## src/rtl/rf68000_ring_mem_node.sv

```systemverilog
// rf68000_ring_mem_node: ring endpoint that runs queued requests as master bus cycles and returns responses
package rf68000_ring_pkg;
  typedef enum logic [3:0] {
    PT_NULL, PT_READ, PT_WRITE, PT_AREAD, PT_ACK, PT_AACK, PT_ERR, PT_VPA
  } packet_type_t;
  typedef struct packed {
    logic [5:0] did;
    logic [5:0] sid;
    logic [5:0] age;
    logic ack;
    packet_type_t typ;
    logic [2:0] fc;
    logic [3:0] sel;
    logic [7:0] asid;
    logic mmus;
    logic ios;
    logic iops;
    logic [31:0] adr;
    logic [31:0] dat;
  } packet_t;
endpackage

module rf68000_ring_mem_node import rf68000_ring_pkg::*; #(
  parameter logic [5:0] NODE_ID = 6'd62,
  parameter int REQ_DEPTH = 4,
  parameter bit SYNC_WRITE = 1'b1,
  parameter int TO_BITS = 12
)(
  input  logic clk_i,
  input  logic rst_i,
  input  packet_t packet_i,
  output packet_t packet_o,
  input  packet_t rpacket_i,
  output packet_t rpacket_o,
  output logic m_cyc_o,
  output logic m_stb_o,
  output logic m_we_o,
  output logic [3:0] m_sel_o,
  output logic [2:0] m_fc_o,
  output logic [7:0] m_asid_o,
  output logic m_mmus_o,
  output logic m_ios_o,
  output logic m_iops_o,
  output logic [31:0] m_adr_o,
  output logic [31:0] m_dat_o,
  input  logic m_ack_i,
  input  logic m_err_i,
  input  logic m_vpa_i,
  input  logic [31:0] m_dat_i,
  output logic [$clog2(REQ_DEPTH):0] req_cnt_o,
  output logic drop_o
);
  localparam int AW = $clog2(REQ_DEPTH);
  localparam int CW = AW + 1;
  typedef enum logic {IDLE, BUS} state_t;
  // Only the fields a bus cycle and its response need are queued.
  typedef struct packed {
    logic [5:0] sid;
    packet_type_t typ;
    logic [2:0] fc;
    logic [3:0] sel;
    logic [7:0] asid;
    logic mmus;
    logic ios;
    logic iops;
    logic [31:0] adr;
    logic [31:0] dat;
  } req_t;
  state_t state;
  req_t mem [REQ_DEPTH];
  req_t head;
  logic [AW-1:0] wp, rp;
  logic [TO_BITS-1:0] tmo;
  logic [5:0] req_sid;
  packet_type_t req_typ;
  packet_t rsp, rsp_n;
  logic rsp_v, is_req, cap, drop, pop, inj, term;
  assign head = mem[rp];
  assign is_req = packet_i.typ inside {PT_READ, PT_AREAD, PT_WRITE};
  assign cap = packet_i.did == NODE_ID && is_req && req_cnt_o != CW'(REQ_DEPTH);
  assign drop = packet_i.did == NODE_ID && !is_req;
  assign pop = state == IDLE && req_cnt_o != '0 && !rsp_v;
  assign inj = rsp_v && rpacket_i.did == '0;
  assign term = m_ack_i | m_err_i | m_vpa_i | tmo[TO_BITS-1];
  // Bus outputs still hold the request at termination, so the response is built from them.
  always_comb begin
    rsp_n = '0;
    rsp_n.sid = NODE_ID;
    rsp_n.did = req_sid;
    rsp_n.ack = 1'b1;
    rsp_n.typ = m_ack_i ? (req_typ == PT_AREAD ? PT_AACK : PT_ACK) : m_err_i ? PT_ERR : m_vpa_i ? PT_VPA : PT_ERR;
    rsp_n.asid = m_asid_o;
    rsp_n.mmus = m_mmus_o;
    rsp_n.ios = m_ios_o;
    rsp_n.iops = m_iops_o;
    rsp_n.adr = m_adr_o;
    rsp_n.dat = m_dat_i;
  end
  always_ff @(posedge clk_i)
    if (cap) mem[wp] <= '{packet_i.sid, packet_i.typ, packet_i.fc, packet_i.sel, packet_i.asid,
                          packet_i.mmus, packet_i.ios, packet_i.iops, packet_i.adr, packet_i.dat};
  always_ff @(posedge clk_i) begin
    if (rst_i) begin
      packet_o <= '0;
      rpacket_o <= '0;
      drop_o <= 1'b0;
      wp <= '0;
      rp <= '0;
      req_cnt_o <= '0;
      state <= IDLE;
      tmo <= '0;
      rsp <= '0;
      rsp_v <= 1'b0;
      req_sid <= '0;
      req_typ <= PT_NULL;
      m_cyc_o <= 1'b0;
      m_stb_o <= 1'b0;
      m_we_o <= 1'b0;
      m_sel_o <= '0;
      m_fc_o <= '0;
      m_asid_o <= '0;
      m_mmus_o <= 1'b0;
      m_ios_o <= 1'b0;
      m_iops_o <= 1'b0;
      m_adr_o <= '0;
      m_dat_o <= '0;
    end else begin
      packet_o <= packet_i;
      if (cap || drop) packet_o.did <= '0;
      rpacket_o <= inj ? rsp : rpacket_i;
      drop_o <= drop;
      if (cap) wp <= wp + AW'(1);
      if (pop) rp <= rp + AW'(1);
      req_cnt_o <= req_cnt_o + CW'(cap) - CW'(pop);
      if (inj) rsp_v <= 1'b0;
      tmo <= (state == IDLE || term) ? '0 : tmo + TO_BITS'(1);
      if (pop) begin
        state <= BUS;
        req_sid <= head.sid;
        req_typ <= head.typ;
        m_cyc_o <= 1'b1;
        m_stb_o <= 1'b1;
        m_we_o <= head.typ == PT_WRITE;
        m_sel_o <= head.sel;
        m_fc_o <= head.fc;
        m_asid_o <= head.asid;
        m_mmus_o <= head.mmus;
        m_ios_o <= head.ios;
        m_iops_o <= head.iops;
        m_adr_o <= head.adr;
        m_dat_o <= head.dat;
      end else if (state == BUS && term) begin
        state <= IDLE;
        m_cyc_o <= 1'b0;
        m_stb_o <= 1'b0;
        m_we_o <= 1'b0;
        m_sel_o <= '0;
        m_fc_o <= '0;
        m_mmus_o <= 1'b0;
        m_ios_o <= 1'b0;
        m_iops_o <= 1'b0;
        if (SYNC_WRITE || req_typ != PT_WRITE) begin
          rsp <= rsp_n;
          rsp_v <= 1'b1;
        end
      end
    end
  end
endmodule

```

## config.mk

```make
export PLATFORM = sky130hd
export DESIGN_NAME = rf68000_ring_mem_node
export DESIGN_NICKNAME = d
export VERILOG_FILES = /design/src/rtl/rf68000_ring_mem_node.sv
export SDC_FILE = /design/constraint.sdc
export NUM_CORES = 1
export LEC_CHECK = 0
export ABC_CLOCK_PERIOD_IN_PS = 5000
export BUFFER_PORTS_ARGS = -buffer_cell sky130_fd_sc_hd__buf_4
export CORE_MARGIN = 2
export CORE_UTILIZATION = 45
export DETAILED_ROUTE_END_ITERATION = 10
export HOLD_SLACK_MARGIN = 0.03
export PLACE_DENSITY = 0.67
export SYNTH_ARGS = -nofsm -noshare
export SYNTH_HDL_FRONTEND = slang
export SYNTH_SLANG_ARGS = --single-unit
```

## constraint.sdc

```tcl
create_clock -name clk_i -period 5 [get_ports clk_i]
set_input_delay 1 -clock clk_i [delete_from_list [all_inputs] [get_ports clk_i]]
set_output_delay 1 -clock clk_i [all_outputs]
set_load 0.02 [all_outputs]
```

=== Yosys cells after proc, flatten, opt, wreduce, memory -nomap -nowiden ===
Memory sizes are Yosys's and may differ from the RTL's. A register that Yosys moved wholly into a read port is not among the register bits.
Cells that the tools add are included.

* Bits in registers: 412
* Memory bits (writable): 368
* Input port bits: 247
* Output and inout bits: 299
* Word-level logic and storage cells: 114
* Memories kept: 1

{| class="wikitable"
|+ Memory list
! memory !! depth !! width !! read ports !! clocked after memory_dff !! wr ports !! RTL line !! RTL
|-
| mem || 4 || 92 || 1 || 1 || 1 || 70 || <nowiki>req_t mem [REQ_DEPTH];</nowiki>
|}

* Add/sub/neg operators: 5
* Equal/unequal tests: 7
* Multiplexer cells: 22
* Bitwise operators: 5
* Reductions and logical operators: 19

{| class="wikitable"
|+ Operators by type and width
! cell !! count
|-
| $mux W105 || 1
|-
| $eq A4 B2 Y1 const B || 4
|-
| $mux W1 || 14
|-
| $add A12 B1 Y12 const B || 1
|-
| $mux W4 || 2
|-
| $logic_and A1 B1 Y1 || 7
|-
| $eq A6 B6 Y1 const B || 1
|-
| $logic_not A6 Y1 || 1
|-
| $mux W2 || 3
|-
| $mux W3 || 2
|-
| $reduce_bool A3 Y1 || 2
|-
| $reduce_or A2 Y1 || 3
|-
| $add A2 B1 Y2 const B || 2
|-
| $eq A4 B1 Y1 const B || 1
|-
| $add A3 B1 Y3 || 1
|-
| $ne A3 B3 Y1 const B || 1
|-
| $or A1 B1 Y1 || 3
|-
| $sub A3 B1 Y3 || 1
|-
| $logic_not A1 Y1 || 2
|-
| $logic_or A1 B1 Y1 || 2
|-
| $not A1 Y1 || 2
|-
| $reduce_and A2 Y1 || 1
|-
| $reduce_bool A2 Y1 || 1
|}

=== Logic depth before layout (Yosys ltp) ===
* Word-level depth: 6
* Mapped depth: 11
* Mapped depth without buffers: 11

=== Worst setup path after synthesis ===
OpenSTA, ideal clock, no wires.

* Path type: input to register
* From: input port packet_i[82] (netlist bit)
* To: memory mem[0][0] (netlist bit), enable pin
* Data arrival time: 3.794 ns
* Data required time: 4.539 ns
* Setup slack: 0.745 ns
* Stages: 3
* Buffers on the path: 0
* Path through: nor2_1 -> nor4_1 -> and3_1

* Longest elaborated chain between the ends: 6
* Elaborated cells between the ends (all ways): 8
* Classes of those cells: eq/ne (3); mux (2); reduce/logical (3)

{| class="wikitable"
|+ RTL lines
! element !! RTL line !! RTL
|-
| start, declared || 31 || <nowiki>input packet_t packet_i,</nowiki>
|-
| $eq A4 B1 Y1 / $eq A4 B2 Y1 (equally long branches) || 79 || <nowiki>assign is_req = packet_i.typ inside {PT_READ, PT_AREAD, PT_WRITE};</nowiki>
|-
| $reduce_bool A3 Y1 (*) || 79 ||
|-
| $logic_and A1 B1 Y1 (*) (2 in a row) || 80 || <nowiki>assign cap = packet_i.did == NODE_ID && is_req && req_cnt_o != CW'(REQ_DEPTH);</nowiki>
|-
| $mux W1 (*) || 100 || <nowiki>if (cap) mem[wp] <= '{packet_i.sid, packet_i.typ, packet_i.fc, packet_i.sel, packet_i.asid,</nowiki>
|-
| $mux W1 (not written as such) (*) || 100 ||
|-
| end, declared || 70 ||
|}

Mark *: on every way between the ends. The rest lies on a longest branch, timed or not.

=== Worst setup path after layout ===
* From: input port packet_i[82] (netlist bit)
* To: memory mem[2][64] (netlist bit), enable pin

The elaborated chain is that of the path after synthesis.

==> reports/qor.csv <==
stage,metric,value,unit
floorplanning,die_h,248,um
logic_synthesis,synth_fp_nets,2290,
global_route,grt_max_degree,141,
place,place_area,31400,um2
power_and_ir_drop,p_leak,12.9,nW
cells_and_area,drive_gt1_share,30.4,%
logic_synthesis,synthCells,2035,
logic_synthesis,synth_edf_count,368,
timing,clock_skew,0.0221,ns
detailed_routing,vias,17081,
setup_path,endpoint,mem[2][64],
logic_synthesis,yosys-mux-area-fraction,7.70,%
logic_synthesis,synth.most_common_cell,nand2_1,
logic_synthesis,synth_seq_cells,779,
logic_synthesis,netlist.area_leader.share,41.1,%
setup_path,crit_required,5.30,ns
floorplanning,start_util,45.6,%
setup_path,cp-start-kind,primary input,
logic_synthesis,synth_ff_type,dfxtp_1,
timing,rsz0062_at_grt,no,
logic_synthesis,synth-xor-area-share,0.391,%
setup_path,worstPathMaxFanout,41,
global_route,grt_util_all_layers,21.4,%
place,hpwlAfterDp,44100,um
setup_path,critPathLaunch,packet_i[82],
detailed_routing,wire_per_inst,20.1,um
detailed_routing,routed_wirelength,67500,um
logic_synthesis,async_flop_share,0,%
clock_network,clockRootBuffer,clkbuf_16,
floorplanning,die-area,61700,um2
timing,fin_setup_tns,0,ns
clock_network,cts_sinks,779,
power_and_ir_drop,irDropWorstVdd,0.469,mV
setup_path,r2r_end,mem[2][64],
setup_path,end_kind,register,
place,portBuffers,545,
job,cap_viol_max_count,0,
timing,setup_ws,2.25,ns
setup_path,reg2reg_slack,2.33,ns
global_route,grt_pass1_vias,17207,
clock_network,clockBufferDepth,3,
logic_synthesis,synthAdderAreaFrac,0.400,%
logic_synthesis,synth_top_family_by_area,simple AND/OR/NAND/NOR gates,
clock_network,clkLatencyLatePin,0.62,ns
setup_path,reg2reg_from,req_cnt_o[1],
detailed_routing,drc,0,
setup_path,cp.arrival,3.05,ns
setup_path,criticalPathCategory,in2reg,
power_and_ir_drop,p_per_area,495,nW/um2
timing,timing.final.crit_share,55.1,%
floorplanning,ioPinCount,546,
logic_synthesis,synth_warnings,0,
clock_network,cts_hold_buffers,0,
place,pre_cts_ws,1.58,ns
logic_synthesis,synth-simple-area-share,11.3,%
power_and_ir_drop,p_total,16.8,mW
logic_synthesis,yosys.area.top_type,edfxtp_1,
global_route,grt-ovfl-total,0,
logic_synthesis,yosysUniqueCellTypes,41,
timing,period_minus_slack,2.75,ns
timing,max_freq,0.363,GHz
cells_and_area,utilization,57.5,%
floorplanning,core-area,59000,um2
logic_synthesis,syn_area_per_cell,13.2,um2
cells_and_area,design_area,34000,um2
clock_network,cts_buffers,81,
detailed_routing,routed_via_density,5.08,
detailed_routing,first_pass_iters,5,
place,routabilityCongestion,0.849,
timing,worst_pin_slew,1.09,ns
global_route,grt_pass1_wl,102000,um
clock_network,htreeDepth,3,
clock_network,cts_resized,0,
global_route,antenna_found_initial,1,
detailed_routing,ant_nets,0,
floorplanning,die_x,248,um
timing,hold_viol,0,
clock_network,cts_tree,done,
place,placed_cells,3208,
outcome,status,finished clean,
cells_and_area,nNetsFinal,2773,
cells_and_area,area_growth,26.2,%
detailed_routing,drtIter0Drc,955,
clock_network,cts_setup_buffers,0,
timing,slew-limit-headroom,27.5,%
logic_synthesis,syn_area,26900,um2
logic_synthesis,seq_area_frac_synth,71.7,%
timing,hold_ws,0.448,ns
logic_synthesis,ys_top_cells_by_count,"nand2_1 (495), dfxtp_1 (411), edfxtp_1 (368), a21oi_1 (260), nor2b_1 (102)",
logic_synthesis,synth_area_leaders,"edfxtp_1 (41%), dfxtp_1 (31%), mux4_2 (7.7%)",
timing,finalSetupViolCount,0,
min_path,min_path_type,reg2reg,
setup_path,reg2regPathDepth,5,
clock_network,path_clk_slew,0.06,ns
timing,slew_viol_final,0,
cells_and_area,final_cells,3361,
logic_synthesis,synth-compound-area-share,5.35,%
floorplanning,num_rows,89,
## cells in the final DEF (no fill, tap or decap), types with 3 or more instances in the layout
cell,count
a21oi_1,260
a22oi_1,10
and2_1,21
and3_1,3
and3_4,5
buf_12,8
buf_4,553
clkbuf_1,28
clkbuf_16,82
clkbuf_8,8
clkinv_1,6
clkinv_2,15
clkinv_4,3
clkinv_8,3
dfxtp_1,409
edfxtp_1,368
ha_1,7
inv_1,7
inv_6,3
mux4_2,92
nand2_1,494
nand3_1,7
nor2_1,41
nor2b_1,102
nor3_1,3
o21ai_0,4
xnor2_1,7
xor2_1,5
## cell type report
| class | count | area [um2] |
|---|---|---|
| diodes | 2 | 5.00 |
| flip-flops and latches | 779 | 19300 |
| clock buffers | 119 | 2270 |
| multi-input cells | 1086 | 6800 |
| well taps | 773 | 967 |
| inverters | 8 | 32.5 |
| fillers | 4733 | 25100 |
| clock inverters | 32 | 259 |
| repair buffers | 562 | 4330 |
## power by group
| group | internal, mW | switching [mW] | total [mW] |
|---|---|---|---|
| combinational | 1.39 | 2.05 | 3.44 |
| sequential | 7.18 | 0.470 | 7.65 |
| clock | 3.28 | 2.44 | 5.72 |
## how the worst min path moves through the flow
stage | startpoint | endpoint | slack, ns | depth (start not counted)
floorplan | tmo[0] | tmo[0] | 0.43 | 1
global placement | rsp[50] | rpacket_o[50] | 0.44 | 2
detailed placement | rsp[17] | rpacket_o[17] | 0.44 | 2
CTS | rsp[50] | rpacket_o[50] | 0.45 | 2
global route | rsp[50] | rpacket_o[50] | 0.45 | 2
finish | rsp[66] | rpacket_o[66] | 0.45 | 2
## kinds of logic after synthesis
kind of cell,count (synthesis)
flops,779
simple gates,695
compound gates,279
buf+inv,170
mux,92
xor+xnor,12
fa+ha+maj,8
## sequential cells by signal, summed over array words and instances (netlist names), 2 cells and up, named ones only
signal / flops
packet_o: 105
req_sid: 6
m_dat_o: 32
req_cnt_o: 3
m_adr_o: 32
m_asid_o: 8
mem: 368
wp: 2
req_typ: 4
m_sel_o: 4
m_fc_o: 3
tmo: 12
rp: 2
rsp: 84
rpacket_o: 105
## metal layers
| metal | wire (um) | vias up | track usage, % |
|---|---|---|---|
| li1 | - | 8032 | - |
| met1 | 28000 | 8445 | 27.1 |
| met2 | 34100 | 516 | 36.8 |
| met3 | 3810 | 86 | 4.46 |
| met4 | 1530 | 2 | 6.81 |
| met5 | 16 | - | 0 |
## worst max-delay path: stages
cell,delay [ns]
buf_4,0.12
nor2_1,0.08
nor4_1,0.52
buf_4,0.25
and3_4,0.66
buf_4,0.36
Note: power is estimated with default switching activity, not from simulation.
